## config.mk

```make
export PLATFORM = sky130hd
export DESIGN_NAME = weight_stream_feeder
export DESIGN_NICKNAME = d
export VERILOG_FILES = /design/src/rtl/weight_stream_feeder.sv
export SDC_FILE = /design/constraint.sdc
export NUM_CORES = 1
export LEC_CHECK = 0
export ABC_AREA = 0
export BUFFER_PORTS_ARGS = -buffer_cell sky130_fd_sc_hd__buf_2
export CAP_MARGIN = 20
export CELL_PAD_IN_SITES_DETAIL_PLACEMENT = 0
export CELL_PAD_IN_SITES_GLOBAL_PLACEMENT = 1
export CORE_MARGIN = 2
export CORE_UTILIZATION = 50
export CTS_BUF_LIST = sky130_fd_sc_hd__clkbuf_8
export CTS_CLUSTER_DIAMETER = 80
export DETAILED_ROUTE_END_ITERATION = 8
export PLACE_DENSITY = 0.78
export SETUP_SLACK_MARGIN = 0.02
export SYNTH_ARGS = -nofsm -noshare
export SYNTH_HDL_FRONTEND = slang
export SYNTH_SLANG_ARGS = --single-unit
```

## constraint.sdc

```tcl
create_clock -name clk -period 2.95 [get_ports clk]
set_input_delay 0.1475 -clock clk [delete_from_list [all_inputs] [get_ports clk]]
set_output_delay 0.1475 -clock clk [all_outputs]
set_load 0.02 [all_outputs]
```

## src/rtl/weight_stream_feeder.sv

```systemverilog
// Host-to-SRAM weight feeder: input FIFO, strobed write sequencer and
// ping-pong bank occupancy tracking with stall on a full target bank.
module weight_stream_feeder #(
  parameter int unsigned DATA_W     = 8,
  parameter int unsigned ADDR_W     = 4,
  parameter int unsigned FIFO_DEPTH = 4
) (
  input  logic              clk,
  input  logic              reset,
  input  logic              host_valid,
  input  logic [DATA_W-1:0] host_data,
  output logic              host_ready,
  input  logic [1:0]        bank_release,
  output logic              new_weight,
  output logic [DATA_W-1:0] weight_data,
  output logic              bank_sel,
  output logic [ADDR_W-1:0] write_addr,
  output logic [1:0]        bank_full,
  output logic              busy
);

  localparam int unsigned PTR_W = (FIFO_DEPTH > 1) ? $clog2(FIFO_DEPTH) : 1;
  localparam int unsigned CNT_W = PTR_W + 1;
  localparam logic [ADDR_W-1:0] ADDR_LAST = '1;
  localparam logic [CNT_W-1:0]  CNT_FULL  = CNT_W'(FIFO_DEPTH);

  typedef enum logic [1:0] {IDLE, PULSE, GAP} state_t;

  state_t            state, next_state;
  logic [DATA_W-1:0] mem [FIFO_DEPTH];
  logic [PTR_W-1:0]  wr_ptr, rd_ptr, d_wr_ptr, d_rd_ptr;
  logic [CNT_W-1:0]  count, d_count;
  logic              push, pop;
  logic [1:0]        set_mask;
  logic              d_new_weight, d_bank_sel, d_busy, d_host_ready;
  logic [DATA_W-1:0] d_weight_data;
  logic [ADDR_W-1:0] d_write_addr;
  logic [1:0]        d_bank_full;

  // State and registered outputs
  always_ff @(posedge clk or posedge reset) begin
    if (reset) begin
      state       <= IDLE;
      wr_ptr      <= '0;
      rd_ptr      <= '0;
      count       <= '0;
      new_weight  <= 1'b0;
      weight_data <= '0;
      bank_sel    <= 1'b0;
      write_addr  <= '0;
      bank_full   <= 2'b00;
      busy        <= 1'b0;
      host_ready  <= 1'b1;
    end else begin
      state       <= next_state;
      wr_ptr      <= d_wr_ptr;
      rd_ptr      <= d_rd_ptr;
      count       <= d_count;
      new_weight  <= d_new_weight;
      weight_data <= d_weight_data;
      bank_sel    <= d_bank_sel;
      write_addr  <= d_write_addr;
      bank_full   <= d_bank_full;
      busy        <= d_busy;
      host_ready  <= d_host_ready;
    end
  end

  // FIFO storage; contents are discarded on reset through the pointers
  always_ff @(posedge clk) begin
    if (push) mem[wr_ptr] <= host_data;
  end

  // Next-state and next-output logic
  always_comb begin
    next_state    = state;
    pop           = 1'b0;
    set_mask      = 2'b00;
    d_new_weight  = 1'b0;
    d_weight_data = weight_data;
    d_bank_sel    = bank_sel;
    d_write_addr  = write_addr;
    push          = host_valid && host_ready;

    case (state)
      IDLE: begin
        if ((count != '0) && !bank_full[bank_sel]) begin
          pop           = 1'b1;
          d_weight_data = mem[rd_ptr];
          d_new_weight  = 1'b1;
          next_state    = PULSE;
        end
      end
      PULSE: next_state = GAP;
      GAP: begin
        if (write_addr == ADDR_LAST) begin
          set_mask[bank_sel] = 1'b1;
          d_bank_sel         = ~bank_sel;
          d_write_addr       = '0;
        end else begin
          d_write_addr = write_addr + ADDR_W'(1);
        end
        next_state = IDLE;
      end
      default: next_state = IDLE;
    endcase

    // A set on the same bank as a release wins
    d_bank_full  = (bank_full & ~bank_release) | set_mask;
    d_wr_ptr     = push ? wr_ptr + PTR_W'(1) : wr_ptr;
    d_rd_ptr     = pop ? rd_ptr + PTR_W'(1) : rd_ptr;
    d_count      = count + CNT_W'(push) - CNT_W'(pop);
    d_host_ready = (d_count != CNT_FULL);
    d_busy       = (d_count != '0) || (next_state != IDLE);
  end

endmodule

```

# == Word-level counts from Yosys, hierarchy flattened ==
# Memories as Yosys holds them, arrays and structs flattened. A register that Yosys moved wholly into a read port is not among the register bits.
# Cells that the tools add are included.
# totals
ramBits,32
n_memories,1
elab_cells,50
register_bits,19
out_inout_bits,18
# memory_table
memory,words,word_bits,read_ports,rd_ports_with_merged_regs,write_ports,line,rtl
mem,4,8,1,1,1,30,logic [DATA_W-1:0] mem [FIFO_DEPTH];
# op_classes
bitwise_logic,4
magnitude_cmp,2
n_addsub,5
n_eq_ne,4
muxes,13
n_reduce_logical,11
# ops
cell,count
1-bit 2-to-1 mux,7
2-bit 2-to-1 mux,3
3-bit nonzero test,2
2-bit by 1-bit adder with 2-bit output (second input constant),2
4-bit by 1-bit adder with 4-bit output (second input constant),1
4-bit == test (second input constant),1
4-bit 2-to-1 mux,1
2-bit one-hot mux with 2 select lines,1
2-bit AND reduction,2
3-bit by 1-bit adder with 3-bit output,1
1-bit logical AND,3
3-bit inequality test (second input constant),1
3-bit by 1-bit subtractor with 3-bit output,1
2-bit AND,1
2-bit by 1-bit == test with 1-bit output (second input constant),1
2-bit == test (second input constant),1
2-bit zero test,1
1-bit by 2-bit < comparator with 1-bit output (second input constant),1
2-bit inverter,1
2-bit bitwise OR,1
2-bit nonzero test,1
1-bit demux with 1-bit select,1
1-bit greater-or-equal comparator (second input constant),1
1-bit zero test,1
2 further kinds,2

# == Longest topological paths before layout ==
# depth
word_depth,9
ltp_mapped,11

# == Worst setup path after synthesis ==
# No wires, ideal clock.
# synth_path
path_type,flip-flop to flip-flop
start,register count[2]
end,register busy
stages_incl_launch_ff,12
setup_time_ns,0.129
arrival_ns,2.578
path_slack_ns,0.243
period_less_slack_ns,2.707
path_cell_list,dfrtp_1 -> or3_4 -> nand3_1 -> buf_4 -> inv_1 -> ha_1 -> inv_1 -> ha_1 -> fa_1 -> xor2_1 -> xnor2_1 -> a2111o_1
# synth_via
elab_chain_len,7
elab_cells_between_ends,11
# synth_lines
item,line,rtl
start: declaration,32,"logic [CNT_W-1:0] count, d_count;"
start signal: assignment,58,count <= d_count;
3-bit nonzero test,87,if ((count != '0) && !bank_full[bank_sel]) begin
1-bit logical AND,87,
1-bit 2-to-1 mux (2 in series),--,
named net d_new_weight,35,"logic d_new_weight, d_bank_sel, d_busy, d_host_ready;"
3-bit by 1-bit subtractor with 3-bit output,112,d_count = count + CNT_W'(push) - CNT_W'(pop);
named net d_count[2],32,
3-bit nonzero test,114,d_busy = (d_count != '0) || (next_state != IDLE);
1-bit logical OR,114,
named net d_busy,35,
end signal: assignment,64,busy <= d_busy;
end: declaration,19,output logic busy
# The timed path passes the listed nets, and every way through them passes these cells.
# A chain may end at the register's enable or synchronous reset.

# == Worst setup path in the final report ==
# Ends and elaborated chain as after synthesis.

==> results.cfg <==
[setup_path]
slowest_stage = or3_4
r2r-end = busy$_DFF_PP0_
crit_cells = 10
slowest_delay_ns = 0.40
crit_fanout = 3
end_kind = register
crit_path_end = busy$_DFF_PP0_
cp-start-kind = register
reg2reg_slack_ns = 0.29
required_ns = 3.15
path_buf_inv = 2
worstPathArrival_ns = 2.86
crit_start = count[2]$_DFF_PP0_
worstSetupPathType = reg -> reg
worstPathCellList = or3_4 > nand3_1 > inv_1 > ha_1 > inv_1 > ha_1 > fa_1 > xor2_1 > xnor2_1 > a2111o_1
cp_top_family = adder cells
reg2reg_from = count[2]$_DFF_PP0_
reg2reg_depth = 10

[timing]
slew_violations = 0
relSlewSlack = 0.588
finalClockSkew_ns = 0.00850
rsz0062_at_grt = no
fin_crit_sh = 0.903
hold_viol = 0
setup_tns_ns = 0
final-setup-viol-count = 0
fmax_ghz = 0.375
layout_min_cycle_time_ns = 2.66
worst_pin_slew_ns = 0.618

[power]
power_density_nw_per_um2 = 1120
peakVddDrop_v = 0.000736
total_power_w = 0.00313
leakagePower_nw = 1.17

[place]
gp_congestion = 0.752
placed_area_um2 = 2540
io_buffers = 30
hpwl_um = 2500

[cts]
cts_made_buffers = 9
cts.sinks = 59
clock-root-buffer = clkbuf_8
clkTransAtPathRegs_ns = 0.06
clockBufferDepth = 2
cts_tree = yes
clock_latency_ns = 0.33
cts_resized = 0
cts-htree-levels = 3

[job]
max_cap_violations = 0

[routing]
final_antenna_net_count = 0
drc = 0
wirelength_um = 3730
vias_per_cell = 5.29
dr_total_vias = 1259
firstDrtPassIters = 4
wire_per_inst_um = 15.7
drt_iter0_markers = 90

[global_route]
overflow = 0
grt_pass1_vias = 1232
grt_pass1_wl_um = 6020
grt_usage = 0.163
grt_max_degree = 28
antenna_found_initial = 0

[synthesis]
syn_inst = 139
ys_seq_area_frac = 0.700
synth_top_cell_area_share = 0.410
yosysWarnings = 0
synth_cell_types = 27
synth_fp_nets = 160
syn_area_um2 = 2340
yosys.area.top_type = edfxtp_1
postSynthAreaPerCell_um2 = 16.8
ys_top_cells_by_area = edfxtp_1, dfrtp_1, mux4_2
synth_seq_cells = 59

[worst_hold_path]
hold_depth = 2
hold_path_class = in -> reg

[floorplanning]
dieArea_um2 = 5250
coreArea_um2 = 4440
fp.dieW_um = 72.4
placementRows = 24
io_pins = 31
start_util = 0.527
fp.dieH_um = 72.4

[status]
outcome = complete, no violations

[final_layout]
final_common_cell = edfxtp_1
fillCellCount = 334
final_layout_size_suffix_gt1_frac = 0.355
num-nets-final = 202
n_antenna_cell = 0
syn_to_final_growth_pct = 19.6
fin_area_um2 = 2800
layout_common_cells = edfxtp_1, buf_2, dfrtp_1
==> what timing repair did <==
action                    in CTS  in global routing
hold endpoints to repair       1                 13
buffers inserted               0                  0
hold buffers                   1                  1
==> worst min-delay path by stage <==
stage	start	endpoint	slack, ns
finish	bank_release[1]	bank_full[1]$_DFF_PP0_	0.02
global route	bank_release[1]	bank_full[1]$_DFF_PP0_	0.01
CTS	bank_release[1]	bank_full[1]$_DFF_PP0_	0.003
detailed placement	bank_release[0]	bank_full[0]$_DFF_PP0_	0.34
global placement	bank_release[0]	bank_full[0]$_DFF_PP0_	0.33
floorplan	reset	bank_full[0]$_DFF_PP0_	0.20
==> cell type report <==
type	instances	area, um2	share of cell area
tap	52	65.1	0.0232
multi-input combinational	64	636	0.227
sequential	59	1640	0.585
timing repair buffer	34	193	0.0688
clock inverter	6	81.3	0.0291
clock buffer	10	138	0.0492
inverter	13	48.8	0.0174
==> through the flow <==
step	util	hold slack [ns]	cells	setup slack, ns
final	0.630	0.0187	238	0.285
after global routing	0.630	0.0128	238	0.158
after floorplan	-	0.199	139	0.243
after detailed placement	0.573	0.344	219	0.287
after global placement	0.573	0.335	219	0.368
after CTS	0.624	0.00341	236	0.270
==> state kept, by name, indices dropped and copies added (netlist names) <==
name	count
mem	32
weight_data	8
write_addr	4
count	3
bank_full	2
rd_ptr	2
state	2
wr_ptr	2
bank_sel	1
busy	1
host_ready	1
new_weight	1
==> synthesized netlist by cell type <==
| cell type | number |
|---|---|
| a21oi_1 | 1 |
| o31ai_1 | 1 |
| dfstp_2 | 1 |
| buf_4 | 2 |
| xnor2_1 | 6 |
| nand2_1 | 8 |
| and3_1 | 4 |
| edfxtp_1 | 32 |
| o22ai_1 | 2 |
| fa_1 | 1 |
| clkbuf_1 | 1 |
| nor2b_1 | 2 |
| dfrtp_1 | 26 |
| or3_4 | 1 |
| a21o_1 | 1 |
| a2111o_1 | 1 |
| nand2b_1 | 2 |
| mux2i_1 | 1 |
| nand4_1 | 2 |
| o21ai_0 | 2 |
| inv_1 | 13 |
| mux2_2 | 9 |
| ha_1 | 7 |
| nor2_1 | 2 |
| mux4_2 | 8 |
| xor2_1 | 1 |
| nand3_1 | 2 |
==> layer usage <==
layer  part of all wire  GRT usage
met5                  0          0
met2               0.48      0.244
met3              0.046     0.0514
met1               0.45      0.212
met4              0.014     0.0926
==> where the power goes <==
group,switching [W],internal [W]
combinational,0.000511,0.000487
sequential,0.000200,0.00114
clock,0.000295,0.000492
==> logic make-up (layout without fill, tap and decap cells) <==
kind of cell | Yosys count | in the layout | synth area share
compound gates | 8 | 8 | 0.0230
mux | 18 | 18 | 0.125
simple gates | 23 | 23 | 0.0518
fa+ha+maj | 8 | 8 | 0.0460
buf+inv | 16 | 63 | 0.0289
xor+xnor | 7 | 7 | 0.0262
flops | 59 | 59 | 0.700
Power figures use the tool's default switching activity.
